<file path="config.mk">
export PLATFORM = sky130hd
export DESIGN_NAME = conv_window_gen
export DESIGN_NICKNAME = d
export VERILOG_FILES = /design/src/rtl/conv_pkg.sv /design/src/rtl/line_buffer.sv /design/src/rtl/conv_window_gen.sv
export SDC_FILE = /design/constraint.sdc
export NUM_CORES = 1
export LEC_CHECK = 0
export BUFFER_PORTS_ARGS = -buffer_cell sky130_fd_sc_hd__buf_4
export CAP_MARGIN = 20
export CORE_MARGIN = 2
export CORE_UTILIZATION = 55
export DETAILED_ROUTE_END_ITERATION = 8
export PLACE_DENSITY = 0.82
export SYNTH_ARGS = -nofsm -noshare
export SYNTH_HDL_FRONTEND = slang
export SYNTH_HIERARCHICAL = 1
export SYNTH_SLANG_ARGS = --single-unit
</file>
<file path="constraint.sdc">
create_clock -name clk -period 3.75 [get_ports clk]
set_input_delay 0.1875 -clock clk [delete_from_list [all_inputs] [get_ports clk]]
set_output_delay 0.1875 -clock clk [all_outputs]
set_load 0.02 [all_outputs]
</file>
<file path="src/rtl/conv_pkg.sv">
// conv_pkg: types shared by the window generator and conv2d_core.
package conv_pkg;

  localparam int unsigned WIN_SIZE           = 9;
  localparam int unsigned DEFAULT_DATA_WIDTH = 8;

  typedef logic [DEFAULT_DATA_WIDTH-1:0] pix_t;
  typedef pix_t [0:WIN_SIZE-1]            win_t;

endpackage

</file>
<file path="src/rtl/line_buffer.sv">
// line_buffer: one image row of storage. Reads return the contents as they were
// before this cycle's write, so a row can be shifted into the next buffer in place.
module line_buffer #(
  parameter int unsigned DATA_WIDTH = 8,
  parameter int unsigned DEPTH      = 32,
  parameter int unsigned ADDR_WIDTH = $clog2(DEPTH)
) (
  input  logic                  clk,
  input  logic                  i_we,
  input  logic [ADDR_WIDTH-1:0] i_addr,
  input  logic [DATA_WIDTH-1:0] i_wdata,
  output logic [DATA_WIDTH-1:0] o_rdata
);

  logic [DATA_WIDTH-1:0] r_mem [0:DEPTH-1];

  assign o_rdata = r_mem[i_addr];

  // Write the new pixel at the current column; contents are never cleared.
  always_ff @(posedge clk) begin
    if (i_we) begin
      r_mem[i_addr] <= i_wdata;
    end
  end

endmodule

</file>
<file path="src/rtl/conv_window_gen.sv">
// conv_window_gen: streaming 3x3 window generator for conv2d_core.
// Define CONV_WINDOW_STRIDE2_EN to emit windows only at even row/col positions.
module conv_window_gen
  import conv_pkg::*;
#(
  parameter int unsigned DATA_WIDTH = DEFAULT_DATA_WIDTH,
  parameter int unsigned IMG_WIDTH  = 32,
  parameter int unsigned IMG_HEIGHT = 32
) (
  input  logic                  clk,
  input  logic                  rst,
  input  logic [DATA_WIDTH-1:0] pix_in,
  input  logic                  pix_valid,
  output logic                  pix_ready,
  output logic [DATA_WIDTH-1:0] win_out [0:WIN_SIZE-1],
  output logic                  win_valid,
  input  logic                  win_ready,
  output logic                  frame_done
);

  localparam int unsigned ColW = $clog2(IMG_WIDTH);
  localparam int unsigned RowW = $clog2(IMG_HEIGHT);

  localparam logic [ColW-1:0] ColLast  = ColW'(IMG_WIDTH - 1);
  localparam logic [RowW-1:0] RowLast  = RowW'(IMG_HEIGHT - 1);
  localparam logic [ColW-1:0] ColFirst = ColW'(2);
  localparam logic [RowW-1:0] RowFirst = RowW'(2);

  logic [ColW-1:0]       r_col;
  logic [RowW-1:0]       r_row;
  logic [DATA_WIDTH-1:0] r_shift [0:WIN_SIZE-1];
  logic [DATA_WIDTH-1:0] r_win   [0:WIN_SIZE-1];
  logic                  r_win_valid;
  logic                  r_frame_done;

  logic                  w_accept;
  logic                  w_last;
  logic                  w_pos_ok;
  logic                  w_emit;
  logic [DATA_WIDTH-1:0] w_lb_a_rd;
  logic [DATA_WIDTH-1:0] w_lb_b_rd;
  logic [DATA_WIDTH-1:0] w_win_next [0:WIN_SIZE-1];

  assign pix_ready  = !r_win_valid || win_ready;
  assign w_accept   = pix_valid && pix_ready;
  assign w_last     = (r_row == RowLast) && (r_col == ColLast);
  assign win_out    = r_win;
  assign win_valid  = r_win_valid;
  assign frame_done = r_frame_done;

  // lb_a holds row r-1; its old contents age into lb_b (row r-2).
  line_buffer #(
    .DATA_WIDTH (DATA_WIDTH),
    .DEPTH      (IMG_WIDTH),
    .ADDR_WIDTH (ColW)
  ) u_lb_a (
    .clk     (clk),
    .i_we    (w_accept),
    .i_addr  (r_col),
    .i_wdata (pix_in),
    .o_rdata (w_lb_a_rd)
  );

  line_buffer #(
    .DATA_WIDTH (DATA_WIDTH),
    .DEPTH      (IMG_WIDTH),
    .ADDR_WIDTH (ColW)
  ) u_lb_b (
    .clk     (clk),
    .i_we    (w_accept),
    .i_addr  (r_col),
    .i_wdata (w_lb_a_rd),
    .o_rdata (w_lb_b_rd)
  );

  // Shift the window one column left and insert the new column at 2/5/8.
  always_comb begin
    w_win_next = r_shift;
    for (int i = 0; i < 3; i++) begin
      w_win_next[3*i]   = r_shift[3*i+1];
      w_win_next[3*i+1] = r_shift[3*i+2];
    end
    w_win_next[2] = w_lb_b_rd;
    w_win_next[5] = w_lb_a_rd;
    w_win_next[8] = pix_in;
  end

  // Only positions whose 3x3 neighbourhood lies fully inside the frame emit;
  // this also hides stale columns from the previous row while col < 2.
`ifdef CONV_WINDOW_STRIDE2_EN
  assign w_pos_ok = (r_row >= RowFirst) && (r_col >= ColFirst) && !r_row[0] && !r_col[0];
`else
  assign w_pos_ok = (r_row >= RowFirst) && (r_col >= ColFirst);
`endif
  assign w_emit = w_accept && w_pos_ok;

  // Raster position counters and the end-of-frame pulse.
  always_ff @(posedge clk) begin
    if (rst) begin
      r_col        <= '0;
      r_row        <= '0;
      r_frame_done <= 1'b0;
    end else begin
      r_frame_done <= w_accept && w_last;
      if (w_accept) begin
        if (r_col == ColLast) begin
          r_col <= '0;
          r_row <= (r_row == RowLast) ? '0 : r_row + 1'b1;
        end else begin
          r_col <= r_col + 1'b1;
        end
      end
    end
  end

  // Window shift register plus the one-deep output register.
  always_ff @(posedge clk) begin
    if (rst) begin
      r_win_valid <= 1'b0;
      for (int i = 0; i < WIN_SIZE; i++) begin
        r_shift[i] <= '0;
        r_win[i]   <= '0;
      end
    end else begin
      if (w_accept) begin
        r_shift <= w_win_next;
      end
      if (w_emit) begin
        r_win_valid <= 1'b1;
        r_win       <= w_win_next;
      end else if (r_win_valid && win_ready) begin
        r_win_valid <= 1'b0;
      end
    end
  end

endmodule
</file>
==> flow_summary.toml, run 1 <==
[detailed_routing]
drc_errors = 0
drtIter0Drc = 1587
firstDrtPassIters = 6
num_vias = 14900
wl_um = 54900
vias_per_cell = 6.09
wl_per_cell_um = 22.4
drtAntennaViolNets = 0

[yosys]
netlist_instances = 1725
synth-seq-area-share_pct = 70.6
synth_edf_count = 512
ys.warnings.count = 6
synth.cell_area_um2 = 25500
synth-seq-cells = 644
synthArstFlopShare_pct = 0
synth_cell_types = 35
synth-main-ff-cell = "edfxtp_1"
synth_area_leaders = "edfxtp_1 60%, mux2i_1 13%, dfxtp_1 10%"
syn_nets = 1743
synth_top_area_share_pct = 60.2
syn_avg_cell_area_um2 = 14.8
yosysTopAreaCell = "edfxtp_1"

[power_and_ir_drop]
cellLeakagePower_nw = 9.05
p_per_area_nw_per_um2 = 513
max-vdd-ir-drop_mv = 0.429

[global_route]
grt_usage_pct = 22.6
grt_max_degree = 106
grt_pass1_vias = 14400
antenna_found_initial = 0
grt_first_pass_wirelength_um = 83100
overflow = 0

[clocking]
cts_tree = "done"
path_clk_slew_ns = 0.06
cts_buffers = 61
clock-sinks = 644
cts_setup_buffers = 0
clk_path_buf_depth = 3
cts_root_buf = "clkbuf_16"
clk_latency_ns = 0.63
cts.repair.resized = 0
h-tree-depth = 2

[critical_path]
crit_arrival_ns = 3.63
r2r_cells = 7
end_kind = "register"
start_kind = "register"
worst-path-max-fanout = 28
cp.required_ns = 4.22
worstSetupPathType = "register to register"

[sta]
hold_viol_final = 0
min_period_ns = 3.16
maxSlewViolCount = 0
min_period_over_period_pct = 84.2
clock_skew_ns = 0.0420
setup-tns-final_ns = 0
max_freq_mhz = 317
worst_hold_slack_ns = 0.0219
finalSetupViolCount = 0
slew_headroom_pct = 39.7
rsz0062_at_grt = "no"
tightest_slew_ns = 0.904

[floorplanning]
die_y_um = 219
num_rows = 78
core_area_um2 = 45600
floorplan.die.width_um = 219
pin_count = 87
die_area_um2 = 48100
start_util_pct = 56.0

[run_status]
status = "complete, no violations"

[placed_design]
hpwl_um = 33700
gp_congestion = 0.865
numPortBuffers = 86

[final_layout]
n_antenna_cell = 0
area_growth_pct = 12.6
num-nets-final = 1817
drive_gt1_share_pct = 12.1
final_util_pct = 63.0
multi_input_area_um2 = 6950
n_fill_cell = 3121
regArea_um2 = 18000

[hold_path]
min_path_cells = 1
worstHoldPathType = "input pin to register"

[run]
drv_cap = 0
-- worst paths after layout --
path | from | end | slack [ns]
worst min-delay path | pix_in[1] | u_lb_a/r_mem[22][1]$_DFFE_PP_ | 0.02
worst min register to register | r_shift[58]$_SDFFE_PP0P_ | r_shift[58]$_SDFFE_PP0P_ | 0.46
worst max register to register | r_col[4]$_SDFFE_PP0P_ | win_out[50]$_SDFFE_PP0P_ | 0.59
worst max-delay path | r_col[4]$_SDFFE_PP0P_ | win_out[50]$_SDFFE_PP0P_ | 0.59
-- metal layers --
layer | share of wire [%] | GRT usage, % | vias up
met5 | 0 | 0 | -
met4 | 3.4 | 8.33 | 0
met3 | 8.1 | 4.64 | 143
met2 | 48 | 37.1 | 705
met1 | 40 | 30.0 | 7410
li1 | - | - | 6686
-- Yosys cell counts, types with 3 or more instances --
library cell  count
edfxtp_1        512
mux2i_1         328
nand2b_1        145
dfxtp_1         132
o22ai_1         126
nand2_1         124
nor2_1           60
a21oi_1          59
clkbuf_1         47
buf_2            46
nor4_1           32
buf_6            11
nand4bb_1        10
or4b_1           10
nand3_1           8
nand3b_1          8
nand4b_1          8
nor3_1            8
ha_1              6
or3_1             6
or3b_2            6
or4_1             6
buf_1             4
o21ai_0           4
o22ai_2           3
-- report_power, final --
part           internal [W]  leakage, nW  switching, W  total, W
Combinational      0.000229         2.36      0.000504  0.000733
Clock               0.00357         1.00       0.00256   0.00613
Sequential          0.00784         5.69     0.0000424   0.00789
-- per-stage QoR --
stage | cell area (um^2) | instances | total power (W) | setup WS (ns)
6_report | 28700 | 2452 | 0.0147 | 0.592
5_1_grt | 28700 | 2452 | 0.0152 | 0.484
4_1_cts | 28700 | 2452 | 0.0148 | 0.762
3_5_place_dp | 26600 | 2332 | 0.00876 | 0.787
3_3_place_gp | 26600 | 2332 | 0.00874 | 0.789
2_1_floorplan | 25500 | 1725 | 0.00848 | 0.829
-- area by class of cell --
cell class                 count  share of cell area (%)
clock inverter                26                   0.889
timing repair buffer         121                    3.33
clock buffer                  90                    6.22
tap                          600                    2.61
inverter                       3                  0.0392
multi-input combinational    968                    24.2
sequential                   644                    62.7
-- flip-flops by register name (all words and copies together), names as in the netlist --
register      count
frame_done        1
r_col             5
win_out          72
r_row             5
u_lb_b/r_mem    256
u_lb_a/r_mem    256
r_shift          48
win_valid         1
-- critical path: stages (launching register included) --
cell and delay [ns]:
dfxtp_1 0.91, buf_4 0.42, nand4bb_1 0.37, o22ai_1 0.16
nor4_1 0.75, nand2_1 0.20, nand2b_1 0.12, mux2i_1 0.07
-- logic make-up after synthesis --
| kind of cell | Yosys count | share of synthesized area, % |
|---|---|---|
| compound gates | 195 | 4.55 |
| fa+ha+maj | 6 | 0.294 |
| buf+inv | 113 | 2.22 |
| flops | 644 | 70.6 |
| mux | 328 | 12.9 |
| simple gates | 439 | 9.47 |
-- placed cells by master, fill, tap and decap left out, types with 2 or more instances in the layout --
| cell type | n |
|---|---|
| o22ai_1 | 126 |
| inv_1 | 2 |
| dlygate4sd3_1 | 4 |
| a31oi_1 | 2 |
| clkbuf_8 | 13 |
| clkinvlp_4 | 2 |
| edfxtp_1 | 512 |
| ha_1 | 6 |
| nand4b_1 | 8 |
| buf_4 | 114 |
| clkinv_2 | 11 |
| nor2_1 | 60 |
| nand4bb_1 | 10 |
| clkbuf_1 | 15 |
| nand3_1 | 8 |
| or3_1 | 6 |
| and3_1 | 2 |
| nand2_1 | 123 |
| nor3_1 | 8 |
| o21ai_0 | 4 |
| or4bb_1 | 2 |
| nand3b_1 | 8 |
| a21oi_1 | 59 |
| or3b_2 | 6 |
| nand2b_1 | 145 |
| clkbuf_16 | 62 |
| or4_1 | 6 |
| o22ai_2 | 3 |
| buf_12 | 3 |
| or4b_1 | 10 |
| nor4_1 | 32 |
| dfxtp_1 | 130 |
| nand4_1 | 2 |
| clkinv_1 | 7 |
| mux2i_1 | 328 |
| bufinv_16 | 4 |
-- repair_timing --
action                     in CTS  in global routing
setup endpoints to repair       0                  0
hold endpoints to repair       30                  0
hold buffers                    4                  0
(Power assumes the default switching activity.)
==> inputs of run 2 (changes only) <==
==> constraint.sdc (replaced) <==
create_clock -name clk -period 3.1 [get_ports clk]
set_input_delay 0.155 -clock clk [delete_from_list [all_inputs] [get_ports clk]]
set_output_delay 0.155 -clock clk [all_outputs]
set_load 0.02 [all_outputs]
==> run 2 against run 1 <==
  * Sequential cell count is the same
  * Worst setup slack worse by 0.46 ns
  * Hold slack got worse by 0.0097 ns
  * Sequential power increased by 21%
  * Critical path depth increased by 1
  * Routed wire length up 2.2%
  * Critical path type unchanged
==> flow_summary.toml, run 2 (synthesis gave the netlist of run 1 again) <==
[sta]
finalSetupViolCount = 0
slew_headroom_pct = 42.8
min_period_over_period_pct = 95.8
rsz0062_at_grt = "no"
min_period_ns = 2.97
tightest_slew_ns = 0.855
hold_viol_final = 0
max_freq_mhz = 337
maxSlewViolCount = 0
setup-tns-final_ns = 0
clock_skew_ns = 0.0391

[final_layout]
area_growth_pct = 12.8
num-nets-final = 1834
drive_gt1_share_pct = 12.7
final_util_pct = 63.1
n_antenna_cell = 0
mostFrequentLayoutCells = "512 x edfxtp_1, 328 x mux2i_1, 145 x nand2b_1"
n_fill_cell = 3150
layout_commonest_cell = "edfxtp_1"

[clocking]
cts_root_buf = "clkbuf_16"
path_clk_slew_ns = 0.06
clk_latency_ns = 0.62
h-tree-depth = 2
cts_buffers = 61
clk_path_buf_depth = 3
clock-sinks = 644
cts_tree = "done"

[critical_path]
worstSetupPathType = "register to register"
start_kind = "register"
path_cells = "buf_16 > buf_12 > mux2i_1 > o22ai_1 > nor4_1 > nand2_1 > nand2b_1 > mux2i_1"
cpMostUsedCell = "mux2i_1"
crit_family = "buffers and inverters"
crit_buf_inv = 2
worst-path-max-fanout = 87
cpMaxStageDelayCell = "dfxtp_4"
max_stage_delay_ns = 0.64
end_kind = "register"
cp.required_ns = 3.59
crit_arrival_ns = 3.46

[floorplanning]
num_rows = 78
floorplan.die.width_um = 219
pin_count = 87
die_area_um2 = 48100
start_util_pct = 56.0
die_y_um = 219
core_area_um2 = 45600

[power_and_ir_drop]
finalPower_w = 0.0175
clockPowerShare_pct = 40.1
cellLeakagePower_nw = 9.10
p_per_area_nw_per_um2 = 607
p_switching_w = 0.00372
power.internal_w = 0.0137
power_frac_seq_pct = 54.7
max-vdd-ir-drop_mv = 0.534
switching_share_pct = 21.3
p_comb_share_pct = 5.3

[detailed_routing]
vias_per_cell = 6.10
drc_errors = 0
wl_per_cell_um = 22.8
firstDrtPassIters = 6
drtAntennaViolNets = 0
num_vias = 15000
wl_um = 56100
drtIter0Drc = 1767

[global_route]
grt_pass1_vias = 14500
grt_usage_pct = 23.2
grt_first_pass_wirelength_um = 85300
antenna_found_initial = 0
grt_max_degree = 93
overflow = 0

[placed_design]
hpwl_um = 34200
gp_congestion = 0.880
numPortBuffers = 86

[run]
drv_cap = 0

[hold_path]
worstHoldPathType = "input pin to register"

[run_status]
status = "complete, no violations"
==> run 2: changes by cell type in the layout (fill, tap and decap cells not counted), sizes merged <==
cell / delta
clkinvlp: -2
clkinv: -3
bufinv: -4
inv: +2
buf: +17
clkbuf: +1
==> run 2: cell type report <==
| type | count | area, um^2 | area share [%] |
|---|---|---|---|
| clock buffers | 91 | 1780 | 6.20 |
| multi-input cells | 968 | 6950 | 24.2 |
| inverters | 3 | 11.3 | 0.0391 |
| flip-flops and latches | 644 | 18000 | 62.6 |
| clock inverters | 19 | 105 | 0.365 |
| repair buffers | 138 | 1150 | 4.01 |
| well taps | 600 | 751 | 2.61 |
==> run 2: metal layers <==
| layer | share of wire (%) | up-vias | GRT usage, % | wire, um |
|---|---|---|---|---|
| met3 | 8.1 | 97 | 3.30 | 4520 |
| li1 | - | 6704 | - | - |
| met1 | 41 | 7496 | 32.0 | 22800 |
| met2 | 49 | 739 | 38.6 | 27500 |
| met5 | 0 | - | 0 | 0 |
| met4 | 2.2 | 0 | 6.96 | 1250 |
==> run 2: timing repair <==
item	CTS	global route
endpoints found under the setup margin	0	2
endpoints found under the hold margin	5	0
gates resized for setup	0	3
setup buffers	0	0
hold buffers	4	0
==> run 2: final timing paths <==
| check | from | endpoint | slack, ns | cells past startpoint |
|---|---|---|---|---|
| max | r_col[1]$_SDFFE_PP0P_ | win_out[53]$_SDFFE_PP0P_ | 0.13 | 8 |
| min | pix_in[6] | u_lb_a/r_mem[21][6]$_DFFE_PP_ | 0.01 | 1 |
| max reg2reg | r_col[1]$_SDFFE_PP0P_ | win_out[53]$_SDFFE_PP0P_ | 0.13 | 8 |
| min reg2reg | r_shift[14]$_SDFFE_PP0P_ | r_shift[14]$_SDFFE_PP0P_ | 0.46 | 2 |
==> run 2: stage by stage <==
step                cells  hold slack, ns  worst slack [ns]  instance area, um^2
detailed placement   2349           0.447            0.0658                26800
global route         2463          0.0184            0.0122                28800
floorplan            1725           0.254             0.179                25500
finish               2463          0.0123             0.129                28800
global placement     2348           0.443            0.0929                26800
CTS                  2463         0.00158            0.0581                28800
==> run 2: power by group through the flow <==
stage / Combinational [W] / Clock [W] / Sequential [W]
global placement: 0.000876 / 0 / 0.00972
finish: 0.000922 / 0.00700 / 0.00954
floorplan: 0.000557 / 0 / 0.00970
CTS: 0.000915 / 0.00707 / 0.00954
global route: 0.000982 / 0.00740 / 0.00954
detailed placement: 0.000907 / 0 / 0.00972
